===== src/rtl/ram_arbiter.sv =====
// ram_arbiter: two-port valid/ready arbiter and sequencer for a one-cycle-latency word-wide BSRAM.
// Each access walks IDLE -> ISSUE (RAM strobe) -> DONE (ready pulse, read data passed through).
module ram_arbiter #(
  parameter int ADDR_W     = 16,
  parameter bit PRIO_FIXED = 1'b0
) (
  input  logic              clk_cpu,
  input  logic              reset,
  input  logic              m0_valid,
  input  logic [ADDR_W-1:0] m0_addr,
  input  logic [31:0]       m0_wdata,
  input  logic [3:0]        m0_wstrb,
  output logic              m0_ready,
  output logic [31:0]       m0_rdata,
  input  logic              m1_valid,
  input  logic [ADDR_W-1:0] m1_addr,
  input  logic [31:0]       m1_wdata,
  input  logic [3:0]        m1_wstrb,
  output logic              m1_ready,
  output logic [31:0]       m1_rdata,
  output logic              ram_sel,
  output logic [3:0]        ram_wen,
  output logic [ADDR_W-1:0] ram_address,
  output logic [31:0]       ram_wdata,
  input  logic [31:0]       ram_rdata,
  output logic [1:0]        gnt
);

  typedef enum logic [1:0] {
    IDLE  = 2'd0,
    ISSUE = 2'd1,
    DONE  = 2'd2
  } state_t;

  state_t            state_q, state_d;
  logic [1:0]        gnt_q, gnt_d;
  logic              last_q, last_d;
  logic [ADDR_W-1:0] cmd_addr_q, cmd_addr_d;
  logic [31:0]       cmd_wdata_q, cmd_wdata_d;
  logic [3:0]        cmd_wstrb_q, cmd_wstrb_d;
  logic              pick_m1;

  always_comb begin
    // NOTE: every signal written here gets a default first, so no latch is inferred.
    state_d     = state_q;
    gnt_d       = gnt_q;
    last_d      = last_q;
    cmd_addr_d  = cmd_addr_q;
    cmd_wdata_d = cmd_wdata_q;
    cmd_wstrb_d = cmd_wstrb_q;
    pick_m1     = 1'b0;

    case (state_q)
      IDLE: begin
        // On a tie, round-robin hands the grant to whichever port was not served last.
        if (m0_valid && m1_valid) pick_m1 = PRIO_FIXED ? 1'b0 : ~last_q;
        else                      pick_m1 = m1_valid;

        if (m0_valid || m1_valid) begin
          cmd_addr_d  = pick_m1 ? m1_addr  : m0_addr;
          cmd_wdata_d = pick_m1 ? m1_wdata : m0_wdata;
          cmd_wstrb_d = pick_m1 ? m1_wstrb : m0_wstrb;
          gnt_d       = pick_m1 ? 2'b10 : 2'b01;
          last_d      = pick_m1;
          state_d     = ISSUE;
        end
      end
      ISSUE: state_d = DONE;
      DONE: begin
        state_d = IDLE;
        gnt_d   = 2'b00;
      end
      default: begin
        state_d = IDLE;
        gnt_d   = 2'b00;
      end
    endcase
  end

  // NOTE: sequential state uses non-blocking assignments so every register sees pre-edge values.
  always_ff @(posedge clk_cpu or posedge reset) begin
    if (reset) begin
      state_q     <= IDLE;
      gnt_q       <= 2'b00;
      last_q      <= 1'b1;
      cmd_addr_q  <= '0;
      cmd_wdata_q <= '0;
      cmd_wstrb_q <= '0;
    end else begin
      state_q     <= state_d;
      gnt_q       <= gnt_d;
      last_q      <= last_d;
      cmd_addr_q  <= cmd_addr_d;
      cmd_wdata_q <= cmd_wdata_d;
      cmd_wstrb_q <= cmd_wstrb_d;
    end
  end

  // Outputs decode straight from the state register, so reset clears them without waiting for a clock.
  assign ram_sel     = (state_q == ISSUE);
  assign ram_wen     = ram_sel ? cmd_wstrb_q : 4'b0000;
  assign ram_address = cmd_addr_q;
  assign ram_wdata   = cmd_wdata_q;
  assign gnt         = gnt_q;

  assign m0_ready = (state_q == DONE) && gnt_q[0];
  assign m1_ready = (state_q == DONE) && gnt_q[1];
  assign m0_rdata = m0_ready ? ram_rdata : 32'h0000_0000;
  assign m1_rdata = m1_ready ? ram_rdata : 32'h0000_0000;

endmodule

===== config.mk =====
export PLATFORM = sky130hd
export DESIGN_NAME = ram_arbiter
export DESIGN_NICKNAME = d
export VERILOG_FILES = /design/src/rtl/ram_arbiter.sv
export SDC_FILE = /design/constraint.sdc
export NUM_CORES = 1
export LEC_CHECK = 0
export ABC_CLOCK_PERIOD_IN_PS = 2400
export BUFFER_PORTS_ARGS = -buffer_cell sky130_fd_sc_hd__buf_2
export CORE_ASPECT_RATIO = 0.5
export CORE_MARGIN = 2
export CORE_UTILIZATION = 38
export CTS_CLUSTER_SIZE = 28
export DETAILED_ROUTE_END_ITERATION = 6
export PLACE_DENSITY = 0.92
export SETUP_SLACK_MARGIN = 0.05
export SYNTH_ARGS = -nofsm -noshare
export SYNTH_HDL_FRONTEND = slang
export SYNTH_SLANG_ARGS = --single-unit

===== constraint.sdc =====
create_clock -name clk_cpu -period 2.4 [get_ports clk_cpu]
set_input_delay 0.48 -clock clk_cpu [delete_from_list [all_inputs] [get_ports clk_cpu]]
set_output_delay 0.48 -clock clk_cpu [all_outputs]
set_load 0.1 [all_outputs]

==> impl_results.md <==
- Root buffer cell: sky130_fd_sc_hd__clkbuf_16
- Number of ports placed on the die boundary: ~260
- Drt wl/cell: 17.69 um
- Fin nets: around 690
- Share of synthesized area spent on multiplexers: 0%
- Number of distinct library cell variants in the gate-level netlist after synthesis: 25
- RSZ-0062 raised after global routing: no
- Worst slack on hold paths: between 0.2 and 0.25 ns
- Sink Count: 57
- Setup Fix Bufs, Post-CTS: 0
- Mapped Area: ~3000 sq um
- Normalized max-slew margin: roughly 60%
- Minimum setup slack in the final design: 0.1340 ns
- Half-perimeter wire length of the detailed placement result: approximately 9000 um
- Avg Vias per Cell: roughly 5.2
- Crit-path cells: and3b_1 > buf_4 > and2_1 > buf_12
- Initial Util: 40.09%
- Fraction of post-synthesis cell area in the top cell type by area: between 40 and 50%
- Max Cap Violations: 0
- Leading cell types in the layout, fill and taps excluded: 194 x sky130_fd_sc_hd__buf_2, 69 x sky130_fd_sc_hd__buf_12, 53 x sky130_fd_sc_hd__dfrtp_1
- Total setup violations reported at the end of the flow: 0
- Flip-flop and latch count after synthesis: 57
- Cell area after placement: around 5500 sq um
- Reg2reg setup slack: approximately 0.58 ns
- Count of hold buffers inserted by post-cts repair: 0
- Number of DRC violations after detailed-routing iteration 0: around 110
- GRT Overall Usage: between 20% and 30%
- Bufs on Longest Clock Path: 2
- Inserted Diodes: 0
- Overflow left after global routing: 0
- Number of antenna-violating nets in the routed design: 0
- Cell taking the most area after synthesis: sky130_fd_sc_hd__dfrtp_1
- Largest incremental delay on the critical path: ~0.47 ns
- Skew final: around 0.006 ns
- Wire length of the first global-routing pass: approximately 17000 um
- Main combinational cell family by area after synthesis: simple AND/OR/NAND/NOR gates
- Synth Area in XOR/XNOR: 0%
- Area overhead of the layout relative to synthesis: 92.57%
- Number of port buffers: 260
- Cells resized by post-CTS repair: 0
- Depth of the CTS H-tree: 3
- Adder-Cell Fraction of Synth Area: 0%
- Element type at the critical path end: output pin
- Total wire length after detailed routing: roughly 12000 um
- Num rows: 22
- Required arrival time at the worst endpoint: ~1.9 ns
- Synth area leaders: sky130_fd_sc_hd__dfrtp_1 47%, sky130_fd_sc_hd__a221o_1 15%, sky130_fd_sc_hd__and2_1 14%
- Synth warnings: 0
- Post-route design area: roughly 5800 sq um
- Run status: completed
- Hold WC Path Type: primary input to async pin
- Worst slack at placement: about 0.46 ns
- Transition time at the pin with the least slew margin: 0.6032 ns
- Die extent in x: around 130 um
- Pins Over Slew Limit: 0
- Worst-skew pair later-pin latency: 0.31 ns
- CP arrival: between 1.5 and 2 ns
- Area fraction in compound gates after synthesis: between 15 and 20%
- Clock slew at the register clock pins of the worst setup and hold paths: roughly 0.050 ns
- Cell count of the worst reg-to-reg path: 4
- Final period util: 94.42%
- Share of the yosys chip area belonging to registers: ~47%
- FF-to-FF End: ram_wdata[14]
- Top fanout value on the critical path: 33
- Number of optimization iterations in the first detailed-route pass: 5
- Net count of the mapped netlist: ~430
- Weighted congestion reported at the end of routability-driven placement: ~0.86
- Gate count of the mapped netlist: around 300
- Share of final-layout standard cells stronger than drive strength 1: roughly two thirds
- Number of buffers added by the clock tree synthesis step: 9
- Crit Path Category: flop to output pin
- Commonest non-fill, non-tap cell in the layout: sky130_fd_sc_hd__buf_2
- Die boundary height: roughly 67 um
- Hold violation count in the final report: 0
- Mapped Avg Cell Area: 10.28 sq um
- Largest net degree at the start of global routing: 54
- # DRC: 0
- Vias: ~3400
- TritonCTS clock tree: built
- Cell with the largest stage delay on the worst path: sky130_fd_sc_hd__dfrtp_1
- Maximum frequency from static timing analysis: about 440 MHz
- Core Box Area: 7515 sq um
- Startpoint types: flop
- Number of antenna violations at the first check in global routing: 0
- Overall die area: 8700 sq um
- Area fraction in and, or, nand and nor cells after synthesis: ~28%
- Number of global-route vias before repair: around 3400
- Reg-to-Reg Start: last_q
- Final critical path time including I/O delays and setup: about 2.3 ns
- Total negative slack for setup checks: 0 ns
[cells in the mapped netlist (all sizes together)]
master,instances
a221o,44
a21oi,9
clkbuf,17
a31oi,8
a2bb2oi,1
inv,2
nand2b,3
clkinv,1
and3b,2
and3,45
or2,1
and2,68
o21ai,1
nand2,17
dfrtp,56
dfstp,1
a21bo,1
nor2,2
buf,10
nor2b,2
a21boi,1
a22o,1
[routing by layer]
layer	part of all wire [%]	track usage (%)	vias to the layer above	wire length, um
met5	0	0	-	0
met4	3.4	13.44	0	401
met3	5.9	6.185	34	686
met2	54	49.61	172	6294
met1	37	26.82	1648	4258
li1	-	-	1578	-
[metrics by stage]
| stage | std cells | util, % |
|---|---|---|
| 3_3_place_gp | 642 | 73.24 |
| 2_1_floorplan | 293 | - |
| 5_1_grt | 658 | 77.21 |
| 3_5_place_dp | 642 | 73.24 |
| 4_1_cts | 658 | 77.19 |
| 6_report | 658 | 77.21 |
[worst max-delay path by stage]
stage	from	endpoint	slack [ns]	cells after the start
2_1_floorplan	gnt[1]	m1_rdata[21]	0.17	3
3_3_place_gp	state_q[1]	m0_rdata[1]	0.53	4
3_5_place_dp	m0_valid	ram_wdata[14]	0.46	5
4_1_cts	state_q[1]	m1_rdata[31]	0.12	4
5_1_grt	state_q[0]	m1_rdata[0]	0.05	4
6_report	state_q[0]	m1_rdata[31]	0.13	4
[final cells by class]
type                       count  area [sq um]
timing repair buffer         268          2390
fill                         464          1713
multi-input combinational    206          1538
sequential                    57          1431
clock buffer                   9         225.2
tap                          108         135.1
clock inverter                 7         71.32
inverter                       3         11.26
[critical path, delay by kind of cell, from the launching register on]
kind	cells	cell delay (ns)
and+or+nand+nor	2	0.50
buffers and inverters	2	0.48
DFF	1	0.47
[kinds of logic (layout without fill, tap and decap cells)]
logic type,after synthesis,after routing
flops,57,57
compound gates,66,66
simple gates,140,140
buf+inv,30,287
[state kept, by name, summed over array words and instances (netlist names)]
name and count:
cmd_wstrb_q 4, gnt 2, last_q 1, ram_address 16
ram_wdata 32, state_q 2
Power is left out: the tool's default activity adds up to more than one toggle a clock period on the data nets, which glitch-free logic cannot reach.
